<file path="src/rtl/cpu_ctrl_pkg.sv">
`default_nettype none
// ============================================================================
//  Module      : cpu_ctrl_pkg
//  Description : Shared write-back control encodings (destination select,
//                result select, load extension modes).
//  Revision    : 1.0 - initial release
// ============================================================================
package cpu_ctrl_pkg;

  // Destination register select
  localparam logic [1:0] c_dst_rt   = 2'b00;
  localparam logic [1:0] c_dst_rd   = 2'b01;
  localparam logic [1:0] c_dst_link = 2'b10;
  localparam logic [1:0] c_dst_none = 2'b11;

  // Write-back result select
  localparam logic [1:0] c_res_alu  = 2'b00;
  localparam logic [1:0] c_res_load = 2'b01;
  localparam logic [1:0] c_res_link = 2'b10;
  localparam logic [1:0] c_res_imm  = 2'b11;

  // Load extension modes; unlisted codes fall back to a full word
  localparam logic [2:0] c_ext_word = 3'b000;
  localparam logic [2:0] c_ext_lb   = 3'b001;
  localparam logic [2:0] c_ext_lbu  = 3'b010;
  localparam logic [2:0] c_ext_lh   = 3'b011;
  localparam logic [2:0] c_ext_lhu  = 3'b100;

endpackage : cpu_ctrl_pkg
`default_nettype wire

</file>
<file path="src/rtl/load_ext.sv">
`default_nettype none
// ============================================================================
//  Module      : load_ext
//  Description : Combinational load byte/halfword extraction and extension.
//  Revision    : 1.0 - initial release
// ============================================================================
module load_ext
  import cpu_ctrl_pkg::*;
#(
  parameter int DATA_W = 32
) (
  input  logic [DATA_W-1:0] word,
  input  logic [1:0]        offset,
  input  logic [2:0]        ext_mode,
  output logic [DATA_W-1:0] data
);

  logic [7:0]  w_byte;
  logic [15:0] w_half;

  // Little-endian lanes; a misaligned halfword ignores offset[0]
  always_comb begin
    w_byte = word[{offset, 3'b000} +: 8];
    w_half = offset[1] ? word[31:16] : word[15:0];
  end

  always_comb begin
    data = word;
    case (ext_mode)
      c_ext_lb:  data = {{(DATA_W-8){w_byte[7]}}, w_byte};
      c_ext_lbu: data = {{(DATA_W-8){1'b0}}, w_byte};
      c_ext_lh:  data = {{(DATA_W-16){w_half[15]}}, w_half};
      c_ext_lhu: data = {{(DATA_W-16){1'b0}}, w_half};
      default:   data = word;
    endcase
  end

endmodule : load_ext
`default_nettype wire

</file>
<file path="src/rtl/wb_select_stage.sv">
`default_nettype none
// ============================================================================
//  Module      : wb_select_stage
//  Description : Registered write-back select stage (destination, result
//                mux, load extension) with stall hold and flush bubble.
//  Revision    : 1.0 - initial release
// ============================================================================
module wb_select_stage
  import cpu_ctrl_pkg::*;
#(
  parameter int DATA_W   = 32,
  parameter int ADDR_W   = 5,
  parameter int LINK_REG = 31,
  parameter int LINK_OFS = 4
) (
  input  logic              clk,
  input  logic              rst_n,
  input  logic              in_valid,
  input  logic              stall,
  input  logic              flush,
  input  logic [ADDR_W-1:0] rt,
  input  logic [ADDR_W-1:0] rd,
  input  logic [1:0]        reg_dst,
  input  logic [1:0]        mem_to_reg,
  input  logic [2:0]        ext_mode,
  input  logic [DATA_W-1:0] alu_ans,
  input  logic [DATA_W-1:0] mem_dout,
  input  logic [DATA_W-1:0] pc,
  input  logic [DATA_W-1:0] imm,
  output logic              out_valid,
  output logic              reg_we,
  output logic [ADDR_W-1:0] reg_addr,
  output logic [DATA_W-1:0] reg_data
);

  logic [DATA_W-1:0] w_load_data;
  logic [DATA_W-1:0] w_link_data;
  logic [ADDR_W-1:0] w_addr;
  logic [DATA_W-1:0] w_data;
  logic              w_we;

  logic              r_valid;
  logic              r_we;
  logic [ADDR_W-1:0] r_addr;
  logic [DATA_W-1:0] r_data;

  load_ext #(
    .DATA_W (DATA_W)
  ) u_load_ext (
    .word     (mem_dout),
    .offset   (alu_ans[1:0]),
    .ext_mode (ext_mode),
    .data     (w_load_data)
  );

  assign w_link_data = pc + DATA_W'(LINK_OFS);

  always_comb begin
    w_addr = '0;
    w_data = '0;
    if (in_valid) begin
      case (reg_dst)
        c_dst_rt:   w_addr = rt;
        c_dst_rd:   w_addr = rd;
        c_dst_link: w_addr = ADDR_W'(LINK_REG);
        default:    w_addr = '0;
      endcase
      case (mem_to_reg)
        c_res_alu:  w_data = alu_ans;
        c_res_load: w_data = w_load_data;
        c_res_link: w_data = w_link_data;
        default:    w_data = imm;
      endcase
    end
    // Register zero is hard-wired, so a write to it is suppressed
    w_we = in_valid && (reg_dst != c_dst_none) && (w_addr != '0);
  end

  always_ff @(posedge clk or negedge rst_n) begin
    if (!rst_n) begin
      r_valid <= 1'b0;
      r_we    <= 1'b0;
      r_addr  <= '0;
      r_data  <= '0;
    end else if (flush) begin
      r_valid <= 1'b0;
      r_we    <= 1'b0;
      r_addr  <= '0;
      r_data  <= '0;
    end else if (!stall) begin
      r_valid <= in_valid;
      r_we    <= w_we;
      r_addr  <= w_addr;
      r_data  <= w_data;
    end
  end

  assign out_valid = r_valid;
  assign reg_we    = r_we;
  assign reg_addr  = r_addr;
  assign reg_data  = r_data;

endmodule : wb_select_stage
`default_nettype wire

</file>
<file path="config.mk">
export PLATFORM = sky130hd
export DESIGN_NAME = wb_select_stage
export DESIGN_NICKNAME = d
export VERILOG_FILES = /design/src/rtl/cpu_ctrl_pkg.sv /design/src/rtl/load_ext.sv /design/src/rtl/wb_select_stage.sv
export SDC_FILE = /design/constraint.sdc
export NUM_CORES = 1
export LEC_CHECK = 0
export ABC_AREA = 1
export BUFFER_PORTS_ARGS = -buffer_cell sky130_fd_sc_hd__buf_2
export CORE_UTILIZATION = 50
export CTS_CLUSTER_SIZE = 12
export DETAILED_ROUTE_END_ITERATION = 12
export PLACE_DENSITY = 0.84
export SETUP_SLACK_MARGIN = 0.2
export SYNTH_ARGS = -nofsm -noshare
export SYNTH_HDL_FRONTEND = slang
export SYNTH_HIERARCHICAL = 1
export SYNTH_SLANG_ARGS = --single-unit
</file>
<file path="constraint.sdc">
create_clock -name clk -period 1.05 [get_ports clk]
set_input_delay 0.105 -clock clk [delete_from_list [all_inputs] [get_ports clk]]
set_output_delay 0.105 -clock clk [all_outputs]
set_load 0.01 [all_outputs]
</file>
==> results.json, run 1 <==
{
  "status": "stopped before the end",
  "stop_stage": "global routing (5_1_grt)",
  "tool.error": "[ERROR GRT-0232] Routing congestion too high. Check the congestion heatmap in the GUI.",
  "synth_top_area_share_pct": 27.85,
  "die_h_um": 95.16,
  "pre_cts_ws_ps": -594.4,
  "async_reset_ff_share_pct": 100.0,
  "worstEndpointType": "register data pin",
  "ys.flop_type": "dfrtp_1",
  "ys_top_cells_by_area": "nand2_1 28%, dfrtp_1 22%, nand3_1 12%",
  "clock-root-buffer": "clkbuf_8",
  "start_util_pct": 52.28,
  "track_usage_pct": 81.76,
  "row_count": 33,
  "ys_seq_area_share_pct": 22.49,
  "synth.distinct_cells": 36,
  "numCtsBuffers": 5,
  "syn_area_um2": 4339,
  "ys_ff_latch": 39,
  "htreeDepth": 2,
  "netlist_instances": 777,
  "synth_commonest_cells": "322 x nand2_1, 103 x nand3_1, 92 x nor2_1, 64 x inv_1, 39 x dfrtp_1",
  "gp_congestion": 1.008,
  "synth_edf_count": 0,
  "synth_fp_nets": 928,
  "cts_buffer_depth": 2,
  "worst_endpoint": "reg_data[18]$_DFFE_PN0P_/D",
  "numPortBuffers": 188,
  "cts.sinks": 39,
  "ioPinCount": 189,
  "grt_max_degree": 40,
  "die_w_um": 95.16,
  "overflow": 76,
  "synth.most_common_cell": "nand2_1",
  "ys_warn_count": 6,
  "yosys.area.top_type": "nand2_1",
  "dp_hpwl_um": 15380,
  "avgSynthCellArea_um2": 5.585
}
[through the flow]
stage | hold slack (ps) | instance area (µm²) | cells
global placement | 88.94 | 6541 | 1162
detailed placement | 87.69 | 6541 | 1162
floorplan | -190.6 | 4639 | 777
CTS | 38.58 | 7264 | 1206
[per-layer routing]
metal  overflow  global-route usage, %
met1          3                  80.86
met2         49                  98.39
met3          3                  65.07
met4         21                  86.62
met5          0                  27.98
[cells by family after synthesis]
logic type	count (synthesis)	share of synthesized area (%)
simple gates	552	54.53
compound gates	79	11.74
flops	39	22.49
fa+ha+maj	1	0.2883
buf+inv	105	10.76
xor+xnor	1	0.2019
[timing repair]
action                                  CTS
buffers inserted                         33
cloned                                    2
hold endpoints to repair                 39
endpoints found under the setup margin   71
pin swaps                                66
resized for setup                        84
hold buffers                              1
==> inputs of run 2 (changes only) <==
- CORE_UTILIZATION: 50 -> 35
- CTS_CLUSTER_SIZE: 12 -> not set
- PLACE_DENSITY: 0.84 -> not set
- PLACE_DENSITY_LB_ADDON: not set -> 0.15
- SETUP_SLACK_MARGIN: 0.2 -> not set
==> run 2 against run 1 <==
Against the previous run:
- the flow now finishes, with violations (setup timing)
- synthesized cell count stayed put
- synthesized area stayed put
==> results.json, run 2 <==
{
  "wl_met1_um": 8644,
  "cp.required_ps": 1230,
  "dr_wl_met2_um": 8914,
  "antenna_found_initial": 0,
  "synth_top_area_share_pct": 27.85,
  "avgSynthCellArea_um2": 5.585,
  "ys_ff_latch": 39,
  "final-setup-viol-count": 31,
  "start_util_pct": 35.98,
  "drc": 0,
  "critPathTopFamily": "simple AND/OR/NAND/NOR gates",
  "nNetsFinal": 1244,
  "cts_buffer_depth": 2,
  "gp_congestion": 0.9435,
  "cp.arrival_ps": 1370,
  "end_kind": "flop",
  "postRouteWirelength_um": 19460,
  "num_vias": 6272,
  "numCtsBuffers": 5,
  "syn2layout_area_growth_pct": 74.16,
  "finClkSkew_ps": 0,
  "slowest_stage": "a221oi_2",
  "crit_fanout": 8,
  "core_area_um2": 12060,
  "final_common_cell": "nand2_1",
  "synth.distinct_cells": 36,
  "slowest_delay_ps": 260,
  "first_iter_violations": 451,
  "wire_per_inst_um": 15.42,
  "hp-class": "input port to flop",
  "final_area_um2": 7557,
  "fin_crit_ps": 1192,
  "ys_top_cells_by_area": "nand2_1 28%, dfrtp_1 22%, nand3_1 12%",
  "path_cells": "buf_12 -> inv_8 -> nand2_4 -> nand2_4 -> nand2_4 -> nand3b_4 -> clkbuf_16 -> nand3_2 -> a221oi_2 -> nand2_1 -> nand2_1 -> nand2_1",
  "first_pass_iters": 5,
  "netlist_instances": 777,
  "ioPinCount": 189,
  "ys_warn_count": 6,
  "cts_tree": "done",
  "slew_violations": 0,
  "ys_seq_area_share_pct": 22.49,
  "ys.flop_type": "dfrtp_1",
  "viasPerCell": 4.970,
  "synth.most_common_cell": "nand2_1",
  "post_route_cells_drive_above_1_share_pct": 45.25,
  "finalHoldViolations": 0,
  "p_per_area_nw_per_um2": 755.5,
  "row_count": 40,
  "dp_hpwl_um": 15130,
  "highest_layer": "met4",
  "synth_commonest_cells": "322 x nand2_1, 103 x nand3_1, 92 x nor2_1, 64 x inv_1, 39 x dfrtp_1",
  "rsz0062_at_grt": "yes",
  "grt_max_degree": 40,
  "htreeDepth": 2,
  "final_cell_mix": "296 x nand2_1, 181 x buf_2, 126 x buf_4",
  "ant_nets": 0,
  "die_h_um": 113.3,
  "grt_pass1_wl_um": 29260,
  "power.total_mw": 5.710,
  "route.met3.wl_um": 1404,
  "yosys.area.top_type": "nand2_1",
  "critPathLaunchType": "input port",
  "place_area_um2": 6655,
  "clk-insertion-delay-late_ps": 280,
  "cts.sinks": 39,
  "antenna_cells": 0,
  "finalCritPeriodShare_pct": 113.6,
  "synth_edf_count": 0,
  "clk_pin_slew_ps": 60,
  "setup_ws_ps": -142.4,
  "die-area_um2": 12850,
  "fmax_ghz": 0.8387,
  "p_leak_nw": 4.234,
  "numPortBuffers": 188,
  "largest_reg_flops": 32,
  "die_w_um": 113.3,
  "async_reset_ff_share_pct": 100.0,
  "path_buf_inv": 3,
  "clock-root-buffer": "clkbuf_16",
  "grt_pass1_vias": 5679,
  "track_usage_pct": 29.53,
  "max_slew_margin_pct": 77.97,
  "synth_fp_nets": 928,
  "max-vdd-ir-drop_uv": 632.8,
  "worst-setup-path-type": "input port to flop",
  "violations": "setup timing",
  "tightest_slew_ps": 327.0,
  "overflow": 0,
  "status": "finished, violations left",
  "max_cap_viol_count": 0,
  "syn_area_um2": 4339
}
## run 2: cell counts after synthesis
No cell type changed its count.
## run 2: kinds of logic after synthesis
logic type                 after synthesis  synth area share [%]
buffers and inverters                  105                 10.76
AOI/OAI and AO/OA                       79                 11.74
xor gates and xnor gates                 1                0.2019
and+or+nand+nor                        552                 54.53
adders and majority gates                1                0.2883
DFF                                     39                 22.49
## run 2: final timing paths
kind	start	to	slack [ps]	cells after the start
min in group asynchronous	rst_n	reg_addr[3]	340	3
worst min-delay path	imm[6]	reg_data[6]	70	3
max in group asynchronous	rst_n	reg_data[8]	500	3
worst max register to register	reg_data[27]	reg_data[27]	370	2
worst min register to register	reg_data[6]	reg_data[6]	460	2
worst max-delay path	alu_ans[1]	reg_data[16]	-140	12
## run 2: layout make-up
cell class | instances | area [µm²]
Sequential cell | 39 | 975.9
Fill cell | 1170 | 4504
Timing Repair Buffer | 342 | 2397
Tap cell | 168 | 210.2
Clock inverter | 2 | 12.51
Inverter | 70 | 285.3
Multi-Input combinational cell | 635 | 3547
Clock buffer | 6 | 128.9
## run 2: worst reg2reg max path: cells and delay by family, from the launching register on
kind / cells / cell delay [ps]
flip-flops: 1 / 430
AND/OR/NAND/NOR: 2 / 140
## run 2: power by group
part	total (mW)	leakage [nW]	internal [mW]	switching [mW]
Clock	1.49	0.0669	0.877	0.613
Combinational	2.61	3.63	1.20	1.42
Sequential	1.61	0.533	1.57	0.0354
## run 2: metrics by stage
step / hold WS, ps / utilization, % / TNS [ps] / worst slack, ps / std cells
after detailed placement: 90.49 / 55.18 / -14420 / -712.9 / 1235
after CTS: 61.91 / 60.02 / -2313 / -129.8 / 1256
after global routing: 90.44 / 62.66 / -5181 / -223.0 / 1262
after floorplan: -190.6 / - / -2494 / -138.6 / 777
final: 69.27 / 62.66 / -2572 / -142.4 / 1262
after global placement: 91.42 / 55.18 / -14100 / -746.1 / 1235
## run 2: timing repair
action                                  CTS  global route
endpoints found under the setup margin   31            33
cloned                                    3             1
setup buffers                             9             5
pin swaps                                46            65
hold endpoints to repair                 39             0
gates resized for setup                  85            59
hold buffers                              1             0
## run 2: per-layer routing
layer,GRT usage [%],vias up
met2,49.73,278
met1,40.71,2833
met3,2.785,31
li1,-,3130
met5,0,-
met4,6.930,0
(Power assumes the default switching activity.)
